$ cat config.mk
export PLATFORM = sky130hd
export DESIGN_NAME = spi_reg_bank_flat
export DESIGN_NICKNAME = d
export VERILOG_FILES = /design/src/rtl/spi_reg_pkg.sv /design/src/rtl/spi_reg_bank_if.sv /design/src/rtl/spi_sync_edge.sv /design/src/rtl/spi_reg_bank.sv /design/src/flat_wrapper.sv
export SDC_FILE = /design/constraint.sdc
export NUM_CORES = 1
export LEC_CHECK = 0
export BUFFER_PORTS_ARGS = -buffer_cell sky130_fd_sc_hd__buf_2
export CORE_MARGIN = 2
export CORE_UTILIZATION = 40
export DETAILED_ROUTE_END_ITERATION = 10
export HOLD_SLACK_MARGIN = 0.03
export PLACE_DENSITY = 0.73
export SYNTH_ARGS = -nofsm -noshare
export SYNTH_HDL_FRONTEND = slang
export SYNTH_SLANG_ARGS = --single-unit
$ cat constraint.sdc
create_clock -name clk -period 1.85 [get_ports clk]
set_input_delay 0.185 -clock clk [delete_from_list [all_inputs] [get_ports clk]]
set_output_delay 0.185 -clock clk [all_outputs]
set_load 0.02 [all_outputs]
$ cat src/rtl/spi_reg_pkg.sv
// spi_reg_pkg: shared types and constants for the SPI register bank.
//   spi_state_e  frame FSM states (IDLE, CMD, ADDR, DATA)
//   RW_WRITE / RW_READ  values of the frame's leading R/W bit
//   SYNC_STAGES  depth of the metastability synchroniser on each SPI pin
package spi_reg_pkg;

    typedef enum logic [1:0] {
        IDLE,
        CMD,
        ADDR,
        DATA
    } spi_state_e;

    localparam logic RW_WRITE = 1'b1;
    localparam logic RW_READ  = 1'b0;

    localparam int unsigned SYNC_STAGES = 2;

endpackage

$ cat src/rtl/spi_reg_bank_if.sv
// spi_reg_bank_if: SPI pin bundle between the controller and the register bank.
//   SCLK  SPI clock (mode 0), async to the system clock
//   COPI  controller-out data
//   nCS   chip select, active low
//   CIPO  peripheral-out data
// Modports: master (controller / testbench side), slave (peripheral side).
interface spi_reg_bank_if;

    logic SCLK;
    logic COPI;
    logic nCS;
    logic CIPO;

    modport master (output SCLK, output COPI, output nCS, input CIPO);
    modport slave  (input SCLK, input COPI, input nCS, output CIPO);

endinterface

$ cat src/rtl/spi_sync_edge.sv
// spi_sync_edge: SYNC_STAGES-deep synchroniser plus one extra stage for edge detection.
//   clk, rst  system clock, synchronous active-high reset
//   din       asynchronous input
//   level     synchronised level
//   rise/fall one-cycle pulses on synchronised transitions
// IDLE_LVL is the reset value of every stage, so reset never fabricates an edge
// while the pin rests at its idle level.
module spi_sync_edge
    import spi_reg_pkg::*;
#(
    parameter logic IDLE_LVL = 1'b0
) (
    input  logic clk,
    input  logic rst,
    input  logic din,
    output logic level,
    output logic rise,
    output logic fall
);

    logic [SYNC_STAGES:0] sr;

    always_ff @(posedge clk) begin
        if (rst) begin
            sr <= {(SYNC_STAGES + 1){IDLE_LVL}};
        end else begin
            sr <= {sr[SYNC_STAGES-1:0], din};
        end
    end

    assign level = sr[SYNC_STAGES-1];
    assign rise  =  sr[SYNC_STAGES-1] & ~sr[SYNC_STAGES];
    assign fall  = ~sr[SYNC_STAGES-1] &  sr[SYNC_STAGES];

endmodule

$ cat src/rtl/spi_reg_bank.sv
// spi_reg_bank: SPI mode-0 peripheral writing (optionally reading) NUM_REGS x DATA_W registers.
// Frame, MSB first: R/W bit (1=write), ADDR_W address bits, then any number of DATA_W words
// with address auto-increment (NUM_REGS-1 wraps to 0).
// Ports:
//   clk, rst   system clock, synchronous active-high reset
//   spi        SPI pins (slave modport): SCLK, COPI, nCS in; CIPO out
//   regs_flat  register i at [i*DATA_W +: DATA_W]
//   wr_strobe  one-cycle pulse per committed word
//   wr_addr    address of the last commit
// Optional feature: define SPI_REG_READ_EN to build the read path (CIPO shift register);
// otherwise CIPO is tied low.
module spi_reg_bank
    import spi_reg_pkg::*;
#(
    parameter int unsigned NUM_REGS = 5,
    parameter int unsigned DATA_W   = 8,
    parameter int unsigned ADDR_W   = 7
) (
    input  logic                         clk,
    input  logic                         rst,
    spi_reg_bank_if.slave                spi,
    output logic [NUM_REGS*DATA_W-1:0]   regs_flat,
    output logic                         wr_strobe,
    output logic [ADDR_W-1:0]            wr_addr
);

    localparam int unsigned MAX_W = (ADDR_W > DATA_W) ? ADDR_W : DATA_W;
    localparam int unsigned CNT_W = $clog2(MAX_W + 1);
    localparam logic [2:0]  FLUSH = 3'(SYNC_STAGES + 1);

    logic sclk_lvl, sclk_rise, sclk_fall;
    logic cs_lvl, cs_rise, cs_fall;
    logic copi_lvl, copi_rise, copi_fall;
    logic unused_sig;

    spi_sync_edge #(.IDLE_LVL(1'b0)) u_sync_sclk (
        .clk(clk), .rst(rst), .din(spi.SCLK),
        .level(sclk_lvl), .rise(sclk_rise), .fall(sclk_fall)
    );
    spi_sync_edge #(.IDLE_LVL(1'b1)) u_sync_cs (
        .clk(clk), .rst(rst), .din(spi.nCS),
        .level(cs_lvl), .rise(cs_rise), .fall(cs_fall)
    );
    spi_sync_edge #(.IDLE_LVL(1'b0)) u_sync_copi (
        .clk(clk), .rst(rst), .din(spi.COPI),
        .level(copi_lvl), .rise(copi_rise), .fall(copi_fall)
    );

    assign unused_sig = ^{sclk_lvl, sclk_fall, copi_rise, copi_fall};

    spi_state_e             state_q, state_d;
    logic [CNT_W-1:0]       bit_cnt;
    logic [ADDR_W-1:0]      addr_q;
    logic [DATA_W-1:0]      data_sr;
    logic                   rw_q;
    logic                   commit_pend;
    logic [2:0]             flush_cnt;
    logic                   armed;
    logic [DATA_W-1:0]      regs_q [NUM_REGS];

    logic shift_cmd, shift_addr, shift_data, addr_last, word_last;

    function automatic logic [ADDR_W-1:0] addr_inc(input logic [ADDR_W-1:0] a);
        if (a == ADDR_W'(NUM_REGS - 1)) return '0;
        return a + 1'b1;
    endfunction

    // After reset the nCS chain starts at the idle level; if the pin is already low the
    // chain produces a fall that is not a real frame start. Accept falls only once nCS
    // has been seen high after the chain has flushed.
    always_ff @(posedge clk) begin
        if (rst) begin
            flush_cnt <= '0;
            armed     <= 1'b0;
        end else if (flush_cnt != FLUSH) begin
            flush_cnt <= flush_cnt + 1'b1;
        end else if (cs_lvl) begin
            armed <= 1'b1;
        end
    end

    always_ff @(posedge clk) begin
        if (rst) state_q <= IDLE;
        else     state_q <= state_d;
    end

    // nCS rise has priority over a coincident SCLK rise: that bit is dropped.
    always_comb begin
        state_d    = state_q;
        shift_cmd  = 1'b0;
        shift_addr = 1'b0;
        shift_data = 1'b0;
        addr_last  = 1'b0;
        word_last  = 1'b0;
        if (cs_rise) begin
            state_d = IDLE;
        end else begin
            case (state_q)
                IDLE: if (cs_fall && armed) state_d = CMD;
                CMD: if (sclk_rise) begin
                    shift_cmd = 1'b1;
                    state_d   = ADDR;
                end
                ADDR: if (sclk_rise) begin
                    shift_addr = 1'b1;
                    if (bit_cnt == CNT_W'(ADDR_W - 1)) begin
                        addr_last = 1'b1;
                        state_d   = DATA;
                    end
                end
                DATA: if (sclk_rise) begin
                    shift_data = 1'b1;
                    word_last  = (bit_cnt == CNT_W'(DATA_W - 1));
                end
                default: state_d = IDLE;
            endcase
        end
    end

    // A completed word is committed one clk after the SCLK rise that sampled its last bit.
    always_ff @(posedge clk) begin
        if (rst) begin
            bit_cnt     <= '0;
            addr_q      <= '0;
            data_sr     <= '0;
            rw_q        <= RW_READ;
            commit_pend <= 1'b0;
            wr_strobe   <= 1'b0;
            wr_addr     <= '0;
            for (int unsigned i = 0; i < NUM_REGS; i++) regs_q[i] <= '0;
        end else begin
            wr_strobe   <= 1'b0;
            commit_pend <= 1'b0;
            if (state_q == IDLE || cs_rise) bit_cnt <= '0;
            if (shift_cmd) begin
                rw_q    <= copi_lvl;
                bit_cnt <= '0;
            end
            if (shift_addr) begin
                addr_q  <= ADDR_W'({addr_q, copi_lvl});
                bit_cnt <= addr_last ? '0 : bit_cnt + 1'b1;
            end
            if (shift_data) begin
                data_sr     <= DATA_W'({data_sr, copi_lvl});
                bit_cnt     <= word_last ? '0 : bit_cnt + 1'b1;
                commit_pend <= word_last;
            end
            if (commit_pend) begin
                if (rw_q == RW_WRITE && 32'(addr_q) < NUM_REGS) begin
                    for (int unsigned i = 0; i < NUM_REGS; i++) begin
                        if (addr_q == ADDR_W'(i)) regs_q[i] <= data_sr;
                    end
                    wr_strobe <= 1'b1;
                    wr_addr   <= addr_q;
                end
                addr_q <= addr_inc(addr_q);
            end
        end
    end

    always_comb begin
        regs_flat = '0;
        for (int unsigned i = 0; i < NUM_REGS; i++) regs_flat[i*DATA_W +: DATA_W] = regs_q[i];
    end

`ifdef SPI_REG_READ_EN
    logic [DATA_W-1:0] rd_sr;

    function automatic logic [DATA_W-1:0] reg_at(input logic [ADDR_W-1:0] a);
        logic [DATA_W-1:0] v;
        v = '0;
        for (int unsigned i = 0; i < NUM_REGS; i++) begin
            if (a == ADDR_W'(i)) v = regs_q[i];
        end
        return v;
    endfunction

    // bit_cnt==0 in DATA means the SCLK fall follows a load/reload: hold the fresh MSB.
    always_ff @(posedge clk) begin
        if (rst) begin
            rd_sr <= '0;
        end else if (addr_last && rw_q == RW_READ) begin
            rd_sr <= reg_at(ADDR_W'({addr_q, copi_lvl}));
        end else if (commit_pend) begin
            rd_sr <= reg_at(addr_inc(addr_q));
        end else if (sclk_fall && state_q == DATA && bit_cnt != '0) begin
            rd_sr <= rd_sr << 1;
        end
    end

    assign spi.CIPO = (state_q == DATA && rw_q == RW_READ) ? rd_sr[DATA_W-1] : 1'b0;
`else
    assign spi.CIPO = 1'b0;
`endif

endmodule
$ cat src/flat_wrapper.sv
// flat-port wrapper written by rule: the top's interface ports become plain ports
module spi_reg_bank_flat import spi_reg_pkg::*;
#(
    parameter int unsigned NUM_REGS = 5,
    parameter int unsigned DATA_W   = 8,
    parameter int unsigned ADDR_W   = 7
)
  (clk, rst, regs_flat, wr_strobe, wr_addr, spi_SCLK, spi_COPI, spi_nCS, spi_CIPO);
  spi_reg_bank_if spi_i ();
  input  logic clk;
  input  logic rst;
  output logic [NUM_REGS*DATA_W-1:0] regs_flat;
  output logic wr_strobe;
  output logic [ADDR_W-1:0] wr_addr;
  input wire logic [$bits(spi_i.SCLK)-1:0] spi_SCLK;
  input wire logic [$bits(spi_i.COPI)-1:0] spi_COPI;
  input wire logic [$bits(spi_i.nCS)-1:0] spi_nCS;
  output wire logic [$bits(spi_i.CIPO)-1:0] spi_CIPO;
  assign spi_i.SCLK = spi_SCLK;
  assign spi_i.COPI = spi_COPI;
  assign spi_i.nCS = spi_nCS;
  assign spi_CIPO = spi_i.CIPO;
  spi_reg_bank #(.NUM_REGS(NUM_REGS), .DATA_W(DATA_W), .ADDR_W(ADDR_W)) u_core (.clk(clk), .rst(rst), .spi(spi_i), .regs_flat(regs_flat), .wr_strobe(wr_strobe), .wr_addr(wr_addr));
endmodule
==> results.txt <==
* Overall die height: ~95 microns
- Once the floorplan was initialized, standard cells occupied 40.8% of the core.
- Crit path DAT: between 1.5 and 2 ns
- Final standard cell utilization of the core: 51.0%
- Clock Sinks: a little over 80
- Sequential cells were found to cover slightly above 60% of the synthesized design area.
- Horizontal die dimension: 95.1 microns
- Count of state elements after synthesis: 83
- Dividing the final minimum period by the clock period gives just under 100%.
- Number of global-route vias before repair: 2210
- The multi-input combinational cells in the finished layout cover a total of 1210 sq um.
* GRT Util Overall: approximately 15%
- The tree is rooted in a clkbuf_8.
* Post-route clock skew: between 0.01 and 0.015 ns
* Number of buffers added on ports: 52
- Summing every instance area after synthesis gives 3320 sq um.
- Average vias per placed instance: about 4.9
- Violation count after the first detailed-route iteration: 100
- In this run the worst path has a maximum fanout of 8.
- Num rows: 33
- Sw Pwr: between 900 and 1000 uW
- Summing over every cut layer, the via total after detailed routing is between 2000 and 2500.
- Of the total power, combinational logic draws 8.4%.
- Post-DP HPWL: about 4600 microns
* Number of enable-type register cells in the synthesized netlist: 40
- In this run the remaining antenna-violating nets after routing total 0.
* Fraction of post-synthesis cell area in the top cell type by area: 36.2%
* Worst ir drop on vdd: approximately 0.4 mV
- Hold Path Depth: 2
- TritonCTS built the clock tree.
- The max-slew violation count is 0.
* Sequential share of power: 56.6%
* Power share of the clock group: between 30% and 40%
- Top metal layer carrying routed signals: met4
- Die ar.: about 9000 sq um
- CTS built an H-tree with a depth of 3.
- Total congestion overflow after global routing: 0
- Number of detailed-routing iterations run before antenna repair: 5
- Clock transition at the registers of the reported paths: roughly 0.090 ns
- In this run the static leakage power is approximately 0.0018 uW.
* Clock buffer depth: 2
* Internal power summed over all cells: around 2600 uW
* Global-route wire length before repair: 10200 microns
- When the netlist entered floorplanning its net count stood at between 200 and 300.
- Among all flip-flop cells after synthesis, the most frequent one is dfxtp_1.
- Clock tree synthesis inserted a total of 9 buffers.
* Fmax: approximately 560 MHz
- Top-Level Pins: 54
- STA classifies the critical path startpoint as a register.
- Depth of the worst register-to-register path: 6
* Growth of design area from synthesis to finish: 24.8%
- Largest cells by area after synthesis: edfxtp_1 36%, dfxtp_1 26%, ha_1 4.9%
- Total setup violations reported at the end of the flow: 0
- The flow ran to the end, and the final reports show no timing, DRC or antenna violations.
- The final number of hold-violating endpoints is 0.
- In this run the worst hold path is classified as in2reg.
* Setup repair after global routing missed its margin: yes
- Routed met1 length: ~2800 microns
- Clk Latency, worst-skew pair: ~0.37 ns
- Cell taking the most area after synthesis: edfxtp_1
- Routed length on met2: a little over 3000 microns
- The final layout contains routed wiring with a total length of around 6400 microns.
* Yosys cell types: between 50 and 60
* Largest net degree at the start of global routing: 19
- DRC: 0
* Reported max-cap violation count: 0
- Dividing total power by cell area gives a power density of about 860 nW/um^2.
- Core Footprint: between 8000 and 9000 sq um
- Asr flop ratio synth: 0%
* Final critical delay including setup and external delays: 1.80 ns
- The post-route netlist has around a third of its cells at a drive strength greater than 1.
- Sort of element at the end of the critical path: register
- Gate count of the mapped netlist: ~270
- Routed length on met3: ~300 microns
- Setup Crit Path Kind: reg2reg
- Detailed-route wire length per cell: between 10 and 15 microns
- For this run, the post-layout net count is 370.
- Across all hold checks on the routed design, the worst slack comes to between 0.15 and 0.2 ns.
- Synthesized area divided by synthesized cell count: roughly 12 sq um
- Of the total power, the share spent switching nets is about a quarter.
- Diodes inserted: 0
* Filler instances: 711
- Summing all flip-flop and latch instances after layout gives slightly above 2000 sq um.
* Required time at the worst-slack endpoint: 1.97 ns
* Number of warnings reported in the yosys synthesis log: 0
* Initial antenna violation count: 0
- Routability-driven placement congestion ratio: about 0.83
==> metal layers <==
| layer | GRT usage (%) | vias to the layer above |
|---|---|---|
| met5 | 0 | - |
| met4 | 9.66 | 0 |
| met3 | 3.32 | 16 |
| met2 | 24.0 | 64 |
| met1 | 18.5 | 1067 |
| li1 | - | 1131 |
==> stage by stage <==
step                      worst slack, ns  instances  TNS (ns)  area [sq um]  power, uW
after floorplan                    0.0538        267         0          3320       2240
after global placement            -0.0848        442    -0.675          3880       2320
final                              0.0541        462         0          4150       3550
after global routing              -0.0331        462    -0.790          4150       3700
after detailed placement          -0.0714        442    -0.569          3880       2330
after CTS                         0.00508        461         0          4100       3580
==> Yosys cell counts, drive strengths merged (2+ instances only) <==
library cell / count
clkbuf: 7
nor2: 26
and2: 12
a21o: 5
nor2b: 8
nand3: 8
and3: 2
or2: 6
buf: 2
dfxtp: 43
a211oi: 3
nand2: 8
nand4: 4
inv: 10
or3: 5
o21ai: 7
nor3: 4
edfxtp: 40
a31oi: 2
ha: 13
nand3b: 2
nand2b: 2
nor4: 3
a21oi: 8
mux2i: 16
==> cells in the final DEF, fill, tap and decap left out, types with 8 or more instances in the layout <==
master | synthesis | routed
ha_1 | 13 | 12
edfxtp_1 | 40 | 40
buf_4 | 1 | 27
and2_1 | 12 | 8
nand3_1 | 8 | 8
nor2_1 | 25 | 24
nor2b_1 | 8 | 8
clkbuf_8 | 0 | 9
buf_2 | 1 | 52
dfxtp_1 | 43 | 40
inv_1 | 10 | 9
nand2_1 | 8 | 8
mux2i_1 | 16 | 16
==> layout make-up <==
type | count | share of cell area [%]
Tap cell | 105 | 3.17
Inverter | 10 | 0.906
Clock inverter | 7 | 1.66
Clock buffer | 9 | 2.99
Sequential cell | 83 | 49.9
Multi-Input combinational cell | 165 | 29.2
Timing Repair Buffer | 83 | 12.2
==> power by group through the flow <==
stage | Sequential (uW) | Clock, uW | Combinational [uW]
4_1_cts | 2010 | 1280 | 290
2_1_floorplan | 2080 | 0 | 154
3_3_place_gp | 2040 | 0 | 277
5_1_grt | 2010 | 1360 | 325
6_report | 2010 | 1240 | 297
3_5_place_dp | 2050 | 0 | 285
==> path summary, 6_finish.rpt <==
| path | endpoint | from | slack [ns] |
|---|---|---|---|
| worst min register to register | u_core.u_sync_cs.sr[1] | u_core.u_sync_cs.sr[0] | 0.42 |
| worst max register to register | u_core.regs_q[0][18] | u_core.addr_q[0] | 0.05 |
| worst max-delay path | u_core.regs_q[0][18] | u_core.addr_q[0] | 0.05 |
| worst min-delay path | u_core.data_sr[0] | rst | 0.20 |
==> flip-flops by register name, summed over array words and instances, names as in the netlist <==
register               count
u_core.flush_cnt           3
u_core.u_sync_sclk.sr      3
u_core.commit_pend         1
u_core.bit_cnt             4
u_core.armed               1
u_core.regs_q             40
u_core.addr_q              7
u_core.wr_strobe           1
u_core.u_sync_copi.sr      2
u_core.state_q             2
u_core.data_sr             8
u_core.rw_q                1
u_core.u_sync_cs.sr        3
u_core.wr_addr             7
==> kinds of logic after synthesis <==
| group | share of synthesized area (%) |
|---|---|
| simple gates | 17.1 |
| flops | 62.1 |
| compound gates | 8.18 |
| buf+inv | 2.30 |
| mux | 4.82 |
| fa+ha+maj | 4.90 |
| xor+xnor | 0.528 |
| other cells | 0.113 |
==> critical path, stage by stage, from the launching register on <==
cell and delay [ns]:
dfxtp_1 0.32, buf_4 0.16, ha_1 0.20, or3_1 0.37, a21oi_2 0.18, nor3_4 0.08, and2_2 0.25
==> what timing repair did <==
item | CTS | global route
buffers inserted | 0 | 1
setup endpoints to repair | 10 | 78
endpoints found under the hold margin | 3 | 0
pin swaps | 0 | 5
hold buffers | 3 | 0
resized for setup | 3 | 15
Power figures use the tool's default switching activity.
